**src/rtl/weyl_pkg.sv**
```systemverilog
// Shared types and index helpers for the Weyl bitstream generator.
package weyl_pkg;

  typedef enum logic {
    IDLE = 1'b0,
    RUN  = 1'b1
  } state_t;

  // Bit position of the i-th one in a stride-permuted word.
  function automatic int weyl_idx(input int base, input int i, input int stride, input int n);
    return (base + i * stride) % n;
  endfunction

  function automatic int sat_quota(input int q, input int n);
    return (q > n) ? n : q;
  endfunction

endpackage

```
**src/rtl/weyl_map.sv**
```systemverilog
// Combinational quota-to-word map: sets bit (BASE_C + i*STRIDE) mod N for every i below the saturated quota.
module weyl_map
  import weyl_pkg::*;
#(
  parameter int N      = 64,
  parameter int QW     = 7,
  parameter int BASE_C = 0,
  parameter int STRIDE = 17
) (
  input  logic [QW-1:0] quota,
  output logic [N-1:0]  word
);

  logic [QW-1:0] qsat;

  assign qsat = QW'(sat_quota(32'(quota), N));

  // An odd stride makes the index map a bijection, so every bit has exactly one driver.
  for (genvar i = 0; i < N; i++) begin : g_bit
    localparam int IDX = weyl_idx(BASE_C, i, STRIDE, N);
    assign word[IDX] = (QW'(i) < qsat);
  end

endmodule

```
**src/rtl/weyl_stream_gen.sv**
```systemverilog
// Multi-channel Weyl bitstream generator with a one-entry pending buffer and LSB-first streaming.
// Define WEYL_ONES_CNT_EN to add per-channel ones counters (ones_cnt) and a count check pulse (cnt_err).
module weyl_stream_gen
  import weyl_pkg::*;
#(
  parameter int BITSTREAM = 64,
  parameter int CHANNELS  = 4,
  parameter int BASE      = 61,
  parameter int STRIDE    = 17,
  parameter int CH_OFFSET = 13,
  parameter int QW        = $clog2(BITSTREAM) + 1
) (
  input  logic                   clk,
  input  logic                   rst,
  input  logic                   flush,
  input  logic                   in_valid,
  output logic                   in_ready,
  input  logic [CHANNELS*QW-1:0] in_quota,
  output logic                   out_valid,
  input  logic                   out_ready,
  output logic [CHANNELS-1:0]    out_bits,
  output logic                   out_last
`ifdef WEYL_ONES_CNT_EN
  ,
  output logic [CHANNELS*QW-1:0] ones_cnt,
  output logic                   cnt_err
`endif
);

  localparam int N  = BITSTREAM;
  localparam int CW = $clog2(N);

  if (STRIDE % 2 == 0) begin : g_stride_chk
    $error("weyl_stream_gen: STRIDE must be odd");
  end
  if (N < 4 || (N & (N - 1)) != 0) begin : g_len_chk
    $error("weyl_stream_gen: BITSTREAM must be a power of two >= 4");
  end

  state_t         state;
  logic [CW-1:0]  cnt;
  logic           pend_vld;
  logic [N-1:0]   pend [CHANNELS];
  logic [N-1:0]   act  [CHANNELS];
  logic [N-1:0]   word [CHANNELS];
  logic           accept, hs, last_hs, xfer;

  for (genvar c = 0; c < CHANNELS; c++) begin : g_ch
    weyl_map #(
      .N      (N),
      .QW     (QW),
      .BASE_C (weyl_idx(BASE, c, CH_OFFSET, N)),
      .STRIDE (STRIDE)
    ) u_map (
      .quota (in_quota[c*QW +: QW]),
      .word  (word[c])
    );
    assign out_bits[c] = act[c][0];
  end

  // Valid/ready: a transfer happens on any edge where valid and ready are both high;
  // the sender holds its payload stable while valid is high and ready is low.
  assign in_ready  = ~rst & ~pend_vld;
  assign out_valid = (state == RUN);
  assign out_last  = out_valid & (cnt == CW'(N - 1));
  assign accept    = in_valid & in_ready;
  assign hs        = out_valid & out_ready;
  assign last_hs   = hs & out_last;
  assign xfer      = pend_vld & ((state == IDLE) | last_hs);

  always_ff @(posedge clk or posedge rst) begin
    if (rst) begin
      state    <= IDLE;
      cnt      <= '0;
      pend_vld <= 1'b0;
      for (int c = 0; c < CHANNELS; c++) begin
        pend[c] <= '0;
        act[c]  <= '0;
      end
    end else if (flush) begin
      state    <= IDLE;
      cnt      <= '0;
      pend_vld <= 1'b0;
      for (int c = 0; c < CHANNELS; c++) act[c] <= '0;
    end else begin
      // accept and xfer are exclusive: in_ready is low whenever pend is full.
      if (accept) begin
        pend_vld <= 1'b1;
        for (int c = 0; c < CHANNELS; c++) pend[c] <= word[c];
      end else if (xfer) begin
        pend_vld <= 1'b0;
      end
      if (xfer) begin
        state <= RUN;
        cnt   <= '0;
        for (int c = 0; c < CHANNELS; c++) act[c] <= pend[c];
      end else if (hs) begin
        for (int c = 0; c < CHANNELS; c++) act[c] <= act[c] >> 1;
        if (out_last) begin
          state <= IDLE;
          cnt   <= '0;
        end else begin
          cnt <= cnt + CW'(1);
        end
      end
    end
  end

`ifdef WEYL_ONES_CNT_EN
  logic [QW-1:0] ones   [CHANNELS];
  logic [QW-1:0] pend_q [CHANNELS];
  logic [QW-1:0] act_q  [CHANNELS];
  logic          mism;

  // The check includes the bit being handed over on the last beat itself.
  always_comb begin
    mism = 1'b0;
    for (int c = 0; c < CHANNELS; c++) begin
      if (ones[c] + QW'(out_bits[c]) != act_q[c]) mism = 1'b1;
    end
  end

  always_ff @(posedge clk or posedge rst) begin
    if (rst) begin
      cnt_err <= 1'b0;
      for (int c = 0; c < CHANNELS; c++) begin
        ones[c]   <= '0;
        pend_q[c] <= '0;
        act_q[c]  <= '0;
      end
    end else if (flush) begin
      cnt_err <= 1'b0;
      for (int c = 0; c < CHANNELS; c++) ones[c] <= '0;
    end else begin
      cnt_err <= last_hs & mism;
      for (int c = 0; c < CHANNELS; c++) begin
        if (accept) pend_q[c] <= QW'(sat_quota(32'(in_quota[c*QW +: QW]), N));
        if (xfer) begin
          ones[c]  <= '0;
          act_q[c] <= pend_q[c];
        end else if (hs) begin
          ones[c] <= ones[c] + QW'(out_bits[c]);
        end
      end
    end
  end

  for (genvar c = 0; c < CHANNELS; c++) begin : g_cnt
    assign ones_cnt[c*QW +: QW] = ones[c];
  end
`endif

endmodule

```
**config.mk**
```make
export PLATFORM = sky130hd
export DESIGN_NAME = weyl_stream_gen
export DESIGN_NICKNAME = d
export VERILOG_FILES = /design/src/rtl/weyl_pkg.sv /design/src/rtl/weyl_map.sv /design/src/rtl/weyl_stream_gen.sv
export SDC_FILE = /design/constraint.sdc
export NUM_CORES = 1
export LEC_CHECK = 0
export BUFFER_PORTS_ARGS = -buffer_cell sky130_fd_sc_hd__buf_2
export CAP_MARGIN = 20
export CORE_MARGIN = 2
export CORE_UTILIZATION = 45
export CTS_CLUSTER_SIZE = 8
export DETAILED_ROUTE_END_ITERATION = 8
export GPL_TIMING_DRIVEN = 0
export PLACE_DENSITY_LB_ADDON = 0.3
export SKIP_CTS_REPAIR_TIMING = 1
export SLEW_MARGIN = 0
export SYNTH_ARGS = -nofsm -noshare
export SYNTH_HDL_FRONTEND = slang
export SYNTH_SLANG_ARGS = --single-unit
export TNS_END_PERCENT = 1
```
**constraint.sdc**
```tcl
create_clock -name clk -period 16.3 [get_ports clk]
set_input_delay 0.815 -clock clk [delete_from_list [all_inputs] [get_ports clk]]
set_output_delay 0.815 -clock clk [all_outputs]
set_load 0.005 [all_outputs]
```
## Word level (Yosys, flattened, before mapping)

Cells that the tools add are included.

| word-level totals | value |
|---|---|
| register bits | 520 |
| latch bits | 0 |
| memory bits (writable) | 0 |
| memory bits (read-only) | 0 |
| bits of input ports | 33 |
| logic and storage cells | 307 |
| memories kept | 0 |

| operators by class | value |
|---|---|
| add/subtract/negate cells | 1 |
| multiply operators | 0 |
| div/mod/pow operators | 0 |
| magnitude comparators | 260 |
| eq/ne operators | 1 |
| shifts and indexed selects | 0 |
| muxes and demuxes | 18 |
| bitwise gates (word level) | 11 |
| reduce and logical (&&, ||, !) cells | 5 |

Operators with widths:

| operator | number |
|---|---|
| < comparator 6 x 7 -> 1 bit (first input constant) | 128 |
| 2-to-1 mux 256 bit | 3 |
| < comparator 5 x 7 -> 1 bit (first input constant) | 64 |
| < comparator 4 x 7 -> 1 bit (first input constant) | 32 |
| < comparator 3 x 7 -> 1 bit (first input constant) | 16 |
| < comparator 1 x 7 -> 1 bit (first input constant) | 8 |
| < comparator 2 x 7 -> 1 bit (first input constant) | 8 |
| > comparator 7 bit (second input constant) | 4 |
| 2-to-1 mux 7 bit | 4 |
| 2-to-1 mux 6 bit | 4 |
| nonzero test 3 bit | 3 |
| 2-to-1 mux 1 bit | 7 |
| adder 6 x 1 -> 6 bit (second input constant) | 1 |
| AND 1 bit | 6 |
| equality test 6 bit (second input constant) | 1 |
| inverter 1 bit | 4 |
| AND reduction 2 bit | 2 |
| bitwise OR 1 bit | 1 |

## Logic depth before layout (Yosys ltp)

Gate-level depths: netlist of run 1.

| depth | value |
|---|---|
| depth in word-level cells | 8 |
| depth in mapped cells | 8 |
| gate-level depth less buffers | 5 |

## By module

From an unflattened synthesis of run 1, not the netlist that was laid out.

| unflattened totals | value |
|---|---|
| cells, all modules | 2,164 |
| area, all modules | 23,916.7 um^2 |

By module, submodules not included:

| module | times used | cells an instance | area each (um^2) | sequential area each (um^2) |
|---|---|---|---|---|
| weyl_stream_gen | 1 | 1,700 | 21,524.4 | 13,012.5 |
| weyl_map | 4 | 116 | 598.1 | 0.0 |

## Worst setup path after synthesis of run 1

Ideal clock, no wire load.

| path | value |
|---|---|
| path type | input -> register |
| from | input flush |
| to | register pend[16] (netlist bit) |
| setup time | 126 ps |
| arrival | 2,218 ps |
| data required time | 16,174 ps |
| slack | 13,956 ps |
| stages on the path | 6 |
| buffers on the path | 4 |
| cells stage by stage | buf_2 -> or4b_4 -> buf_6 -> buf_6 -> buf_6 -> a221o_1 |

| on the way | value |
|---|---|
| cells in the longest elaborated chain, start to end | 2 |

Ends and longest elaborated chain:

| item | RTL line | source |
|---|---|---|
| from (decl) | weyl_stream_gen.sv:15 | `input logic flush,` |
| inverter 1 bit (no source line) | - |  |
| AND reduction 2 bit (no source line) | - |  |
| to (signal, indexed assignment) | weyl_stream_gen.sv:77 | `pend[c] <= '0;` |
| to (decl) | weyl_stream_gen.sv:43 | `logic [N-1:0] pend [CHANNELS];` |

No other way between the ends.
A chain may end at the register's enable or synchronous reset.

## Worst setup path in the final report of run 1

| path | value |
|---|---|
| from | register pend_vld |
| to | register pend[103] (netlist bit) |

| on the way | value |
|---|---|
| cells in the longest elaborated chain, start to end | 4 |

Ends and longest elaborated chain:

| item | RTL line | source |
|---|---|---|
| from (decl) | weyl_stream_gen.sv:42 | `logic pend_vld;` |
| from (signal assigned) | weyl_stream_gen.sv:75 | `pend_vld <= 1'b0;` |
| from (signal assigned) | weyl_stream_gen.sv:83 | `pend_vld <= 1'b0;` |
| from (signal assigned) | weyl_stream_gen.sv:88 | `pend_vld <= 1'b1;` |
| inverter 1 bit | weyl_stream_gen.sv:63 | `assign in_ready = ~rst & ~pend_vld;` |
| AND 1 bit | weyl_stream_gen.sv:63 |  |
| AND 1 bit | weyl_stream_gen.sv:66 | `assign accept = in_valid & in_ready;` |
| AND reduction 2 bit (no source line) | - |  |

No other way between the ends.

==> results of run 1 <==
-- power breakdown --
part / internal (mW) / switching (mW)
clock network: 0.822 / 0.566
logic: 0.136 / 0.285
registers: 1.45 / 0.107
-- cell families after synthesis --
kind of cell,Yosys count
and+or+nand+nor,668
AOI/OAI and AO/OA,649
DFF,520
muxes,253
buffers and inverters,192
xor gates and xnor gates,1
adders and majority gates,1
-- metal layers --
metal  global-route usage (%)  up-vias
li1                         -     8101
met1                     45.7     9825
met2                     51.3     1409
met3                     10.9      342
met4                     20.7        2
met5                    0.551        -
-- layout make-up --
type	count	area, um2	share of cell area (%)
Sequential cell	520	13000	49.9
Multi-Input combinational cell	1572	9030	34.6
Clock buffer	78	1910	7.32
Tap cell	672	841	3.22
Buffer	181	825	3.16
Timing Repair Buffer	41	333	1.28
Clock inverter	6	75.1	0.288
Inverter	11	48.8	0.187
Antenna cell	2	5.00	0.0192
-- cell usage in the layout (no fill, tap or decap), types with 3 or more instances in the layout --
master	instances
a22o_1	42
nand2b_1	6
nand3b_1	3
buf_2	65
nand3_1	17
o21ai_0	361
buf_4	17
mux2i_1	253
or2_2	5
clkbuf_16	76
clkbuf_1	123
buf_1	4
and2_1	8
o211ai_1	12
and3_1	5
and3b_1	5
nor4bb_1	4
inv_1	10
o21ai_1	24
nor2_1	116
o21a_1	4
buf_6	8
clkinv_8	3
o22a_1	3
o31ai_1	4
a221o_1	4
a21o_1	19
o311ai_1	7
a31oi_1	20
nor2b_1	6
nand2_1	468
buf_16	4
or3_1	4
nor3_1	5
a21oi_1	123
a22oi_1	8
dfrtp_1	520
o21bai_1	5
-- through the flow --
stage / worst slack [ns] / hold WS [ns]
6_report: 12.89 / 0.215
5_1_grt: 12.99 / 0.239
4_1_cts: 13.07 / 0.221
3_5_place_dp: 12.64 / 0.463
3_3_place_gp: -4.61 / 0.455
2_1_floorplan: 0.958 / 0.438
-- state kept, by name, indices dropped and copies added (netlist names) --
register   cells
out_bits       4
act          252
cnt            6
out_valid      1
pend_vld       1
pend         256
-- worst paths after layout --
path,start,end,slack (ns),depth (start not counted)
worst min register to register,pend[169],pend[169],0.47,1
max in group asynchronous,rst,act[214],14.58,4
worst max-delay path,pend_vld,pend[103],12.89,5
worst min-delay path,rst,out_valid,0.22,2
min in group clk,flush,cnt[0],0.47,2
worst max register to register,pend_vld,pend[103],12.89,5
==> results.sh, run 1 <==
export IMPL_status="finished clean"
export IMPL_drv_cap=0
export IMPL_hold_viol=0
export IMPL_synthSimpleGateAreaFrac_pct=12.2
export IMPL_clock_sinks=520
export IMPL_rows=82
export IMPL_wl_met2_um=40000
export IMPL_avgSynthCellArea_um2=10.0
export IMPL_finalCritPeriodShare_pct=20.9
export IMPL_grt_max_degree=131
export IMPL_synth_compound_area_share_pct=16.1
export IMPL_tightestPinTransition_ns=1.31
export IMPL_start_util_pct=45.6
export IMPL_vias=19700
export IMPL_irDropWorstVdd_mv=0.0795
export IMPL_grt_ovfl_total=0
export IMPL_fp_dieH_um=230
export IMPL_finalPower_mw=3.37
export IMPL_netlist_top_cells_area="dfrtp_1, mux2i_1, o21ai_0, nand2_1, a21oi_1"
export IMPL_post_route_drc_count=0
export IMPL_antenna_left=0
export IMPL_maxSlewViolCount=0
export IMPL_grtUsageTotal_pct=35.0
export IMPL_syn_inst=2284
export IMPL_grt_pass1_vias=19100
export IMPL_core_area_um2=50200
export IMPL_synthArstFlopShare_pct=100
export IMPL_post_route_min_period_ns=3.41
export IMPL_maxUsedRoutingLayer="met5"
export IMPL_port_buffers=29
export IMPL_crit_path_max_fanout=10
export IMPL_dp_hpwl_um=61100
export IMPL_arrival_ns=3.94
export IMPL_yosys_area_top_type_share_pct=56.8
export IMPL_syn_area_um2=22900
export IMPL_avgRoutedWirePerCell_um=30.0
export IMPL_setup_viol=0
export IMPL_clock_latency_ns=0.63
export IMPL_crit_required_ns=16.83
export IMPL_path_buf_inv=2
export IMPL_fmax_mhz=293
export IMPL_fin_util_pct=52.0
export IMPL_min_delay_path_class="input port to asynchronous set/reset pin"
export IMPL_fin_cells=3083
export IMPL_synth_ff_type="dfrtp_1"
export IMPL_pin_count=40
export IMPL_synth_xor_area_share_pct=0.0382
export IMPL_cts_buffer_depth=3
export IMPL_fin_area_um2=26100
export IMPL_placed_cell_area_um2=24100
export IMPL_synthAdderAreaFrac_pct=0.0546
export IMPL_cts_buffers=75
export IMPL_synth_largest_area_cell="dfrtp_1"
export IMPL_routed_wirelength_um=92400
export IMPL_p_per_area_nw_per_um2=129
export IMPL_nets=2436
export IMPL_wl_met3_um=11100
export IMPL_cts_root_buf="clkbuf_16"
export IMPL_rsz0062_at_grt="false"
export IMPL_drtIter0Drc=2632
export IMPL_ys_seq_area_share_pct=56.8
export IMPL_gp_congestion=0.962
export IMPL_antenna_found_initial=2
export IMPL_syn_to_final_growth_pct=13.9
export IMPL_maxSlewHeadroom_pct=12.6
export IMPL_final_setup_skew_ns=0.0286
export IMPL_synth_most_common_cell="dfrtp_1"
export IMPL_die_width_um=230
export IMPL_cts_tree="yes"
export IMPL_total_leakage_power_nw=11.0
export IMPL_nFillCells=4493
export IMPL_setup_tns_ns=0
export IMPL_cpLargestDelayFamily="buffers and inverters"
export IMPL_crit_top_cell="clkbuf_1"
export IMPL_synth_mux_area_share_pct=11.1
export IMPL_max_stage_delay_ns=0.93
export IMPL_synth_edf_count=0
export IMPL_worstSetupEndpointType="flip-flop"
export IMPL_yosys_cell_types_count=61
export IMPL_htreeDepth=3
export IMPL_drt_met1_wl_um=35100
export IMPL_clk_pin_slew_ns=0.05
export IMPL_synth_warnings=0
export IMPL_viasPerCell=6.38
export IMPL_dp_cells=2994
export IMPL_cp_slowest_cell="clkbuf_1"
export IMPL_ys_top_cells_by_count="dfrtp_1, nand2_1, o21ai_0, mux2i_1, a21oi_1"
export IMPL_synth_top_family_by_area="compound AO/OA/AOI/OAI gates"
export IMPL_ys_ff_latch=520
export IMPL_worst_setup_path_type="flip-flop to flip-flop"
export IMPL_startpoint_type="flip-flop"
export IMPL_die_area_um2=52700
export IMPL_grt_pass1_wl_um=132000
export IMPL_syn_nets=2318
export IMPL_path_cells="nor4b_4 -> clkbuf_1 -> clkbuf_1 -> nor2_1 -> a21oi_1"
export IMPL_first_pass_iters=7
export IMPL_layout_drive_gt1_share_pct=8.18
Power figures use the tool's default switching activity.
==> run 2: changes to the inputs <==
Settings changed: ABC_AREA set to 1.
Clock period 16.3 ns to 3.1 ns, I/O delays scaled along.
==> run 2 against run 1 <==
Against the previous run: critical endpoint is now act[244]; global-route usage rose by 5.6 points; largest cell class unchanged; final cell count rose by 32%; the run now ends with hold timing, setup timing left; first-iteration DRC count rose by 45%; critical path type unchanged; register-to-register slack got worse by 13 ns; cell area rose by 8.8%.
==> results.sh, run 2 <==
export IMPL_status="finished with violations"
export IMPL_violations="hold timing, setup timing"
export IMPL_post_route_min_period_ns=3.20
export IMPL_vias=24200
export IMPL_synth_warnings=0
export IMPL_clock_sinks=520
export IMPL_p_int_mw=13.0
export IMPL_crit_top_cell="nand2_1"
export IMPL_finalPower_mw=19.0
export IMPL_setup_tns_ns=-0.177
export IMPL_worst_slack_ns=-0.101
export IMPL_syn_area_um2=24700
export IMPL_ys_top_cells_by_count="nand2_1, inv_1, nand3_1, dfrtp_1, o21ai_0"
export IMPL_cp_slowest_cell="buf_1"
export IMPL_layout_drive_gt1_share_pct=7.53
export IMPL_largest_registers="pend: 256 flops, act: 252 flops, cnt: 6 flops"
export IMPL_cts_tree="yes"
export IMPL_fin_util_pct=52.4
export IMPL_maxSlewViolCount=0
export IMPL_worst_setup_path_type="flip-flop to flip-flop"
export IMPL_cts_buffers=75
export IMPL_clock_latency_ns=0.64
export IMPL_cp_depth=7
export IMPL_arrival_ns=3.75
export IMPL_tightestPinTransition_ns=1.31
export IMPL_grt_pass1_wl_um=161000
export IMPL_die_width_um=239
export IMPL_synth_ff_type="dfrtp_1"
export IMPL_cpLargestDelayFamily="buffers and inverters"
export IMPL_setup_worst_path_start="pend_vld"
export IMPL_core_area_um2=54100
export IMPL_drv_cap=0
export IMPL_fp_dieH_um=239
export IMPL_max_stage_delay_ns=0.95
export IMPL_port_buffers=39
export IMPL_grt_pass1_vias=22600
export IMPL_die_area_um2=56900
export IMPL_cts_buffer_depth=3
export IMPL_rows=85
export IMPL_pwr_share_clk_pct=39.4
export IMPL_fmax_mhz=312
export IMPL_syn_nets=3247
export IMPL_worstSetupEndpointType="flip-flop"
export IMPL_path_cells="inv_1 -> o211ai_2 -> nand2_1 -> inv_2 -> buf_1 -> nand3_1 -> nand2_1"
export IMPL_syn_inst=3213
export IMPL_synth_largest_area_cell="dfrtp_1"
export IMPL_synthArstFlopShare_pct=100
export IMPL_nFillCells=5211
export IMPL_switchingPower_mw=6.03
export IMPL_grt_ovfl_total=0
export IMPL_drtIter0Drc=3809
export IMPL_start_util_pct=45.7
export IMPL_ys_seq_area_share_pct=52.6
export IMPL_ys_ff_latch=520
export IMPL_synth_most_common_cell="nand2_1"
export IMPL_maxSlewHeadroom_pct=12.6
export IMPL_grt_max_degree=43
export IMPL_min_delay_path_class="input port to flip-flop"
export IMPL_sequentialPowerShare_pct=42.8
export IMPL_crit_required_ns=3.65
export IMPL_yosys_cell_types_count=31
export IMPL_gp_congestion=1.07
export IMPL_first_pass_iters=7
export IMPL_pin_count=40
export IMPL_crit_path_max_fanout=10
export IMPL_grtUsageTotal_pct=40.6
export IMPL_finalCritPeriodShare_pct=103
export IMPL_worstReg2RegEnd="act[244]"
export IMPL_largest_reg_flops=256
export IMPL_clk_pin_slew_ns=0.05
export IMPL_irDropWorstVdd_mv=0.388
export IMPL_hold_viol=5
export IMPL_final_cell_mix="nand2_1, inv_1, nand3_1, dfrtp_1, o21ai_0"
export IMPL_yosys_area_top_type_share_pct=52.6
export IMPL_regMostFlops="pend"
export IMPL_netlist_top_cells_area="dfrtp_1, nand2_1, nand3_1, inv_1, o21ai_0"
export IMPL_total_leakage_power_nw=15.4
export IMPL_switching_share_pct=31.7
export IMPL_startpoint_type="flip-flop"
export IMPL_synth_edf_count=0
export IMPL_dp_hpwl_um=80200
export IMPL_rsz0062_at_grt="false"
export IMPL_nets=3401
export IMPL_avgSynthCellArea_um2=7.70
export IMPL_p_comb_share_pct=17.9
export IMPL_setup_viol=6
export IMPL_final_setup_skew_ns=0.0298
export IMPL_avgRoutedWirePerCell_um=28.2
export IMPL_rrSetupSlack_ns=-0.10
export IMPL_timing_hold_ws_ns=-0.0334
export IMPL_r2r_start="pend_vld"
export IMPL_cp_endpoint="act[244]"
export IMPL_p_per_area_nw_per_um2=671
export IMPL_cts_root_buf="clkbuf_16"
export IMPL_routed_wirelength_um=115000
export IMPL_final_common_cell="nand2_1"
export IMPL_antenna_found_initial=5
export IMPL_path_buf_inv=3
export IMPL_r2r_cells=7
export IMPL_antenna_left=0
export IMPL_post_route_drc_count=0
export IMPL_htreeDepth=3
export IMPL_viasPerCell=5.93
export IMPL_syn_to_final_growth_pct=14.6
[run 2: cell types whose count changed in the layout (fill, tap and decap cells not counted), sizes merged, moves of 36 or more]
cell	before	now
inv	13	605
nand3	17	529
nand2	468	913
mux2i	253	0
o21ai	385	267
a21oi	125	14
buf	100	161
clkbuf	200	155
a22o	42	0
o221ai	0	36
[run 2: worst min path at each step]
stage                 startpoint         to  slack, ns  cells past startpoint
detailed placement           rst  out_valid       0.25                      2
floorplan                  flush   pend_vld       0.25                      1
CTS                          rst  out_valid      -0.40                      2
finish                 out_ready     cnt[4]      -0.03                      4
global route        in_quota[27]   pend[19]      0.004                      3
global placement           flush   pend_vld       0.43                      2
[run 2: routing by layer]
layer	vias up	part of all wire [%]	GRT usage, %	routed length, um
li1	10300	-	-	-
met1	11500	37	51.9	42400
met2	1861	40	56.0	45800
met3	504	14	15.7	16600
met4	4	8.9	29.5	10300
met5	-	0.020	0	23
[run 2: layout make-up]
class                   instances  area (um2)  area share [%]
plain buffers                 177         827            2.92
clock inverters                 6        63.8           0.225
well taps                     696         871            3.07
inverters                     601        2260            7.97
repair buffers                 77         724            2.55
flip-flops and latches        520       13000            45.9
clock buffers                  79        1930            6.82
multi-input cells            1915        8660            30.5
diodes                          2        5.00          0.0176
[run 2: kinds of logic (layout without fill, tap and decap cells)]
group	after synthesis	after routing	share of synthesized area, %
buf+inv	778	940	12.4
other cells	0	2	0
compound gates	377	377	8.74
simple gates	1534	1534	26.1
fa+ha+maj	1	1	0.0505
flops	520	520	52.6
xor+xnor	3	3	0.106
[run 2: worst register-to-register path, cell delays in order (launching register included)]
cell and delay (ns):
dfrtp_1 0.44, inv_1 0.09, o211ai_2 0.72, nand2_1 0.15, inv_2 0.23, buf_1 0.96
nand3_1 0.39, nand2_1 0.14
[run 2: power groups by stage]
stage | sequential, mW | combinational (mW) | clock [mW]
floorplan | 8.13 | 1.88 | 0
global placement | 8.22 | 3.12 | 0
detailed placement | 8.21 | 3.20 | 0
CTS | 8.11 | 3.22 | 7.44
global route | 8.22 | 3.60 | 7.73
finish | 8.13 | 3.40 | 7.49
[run 2: stage by stage]
step,std cells,setup WS (ns),area (um2)
2_1_floorplan,3213,-4.12,24800
3_3_place_gp,3948,-7.45,25800
3_5_place_dp,3967,-0.166,26200
4_1_cts,4052,-0.175,28200
5_1_grt,4071,0.0335,28400
6_report,4073,-0.101,28400
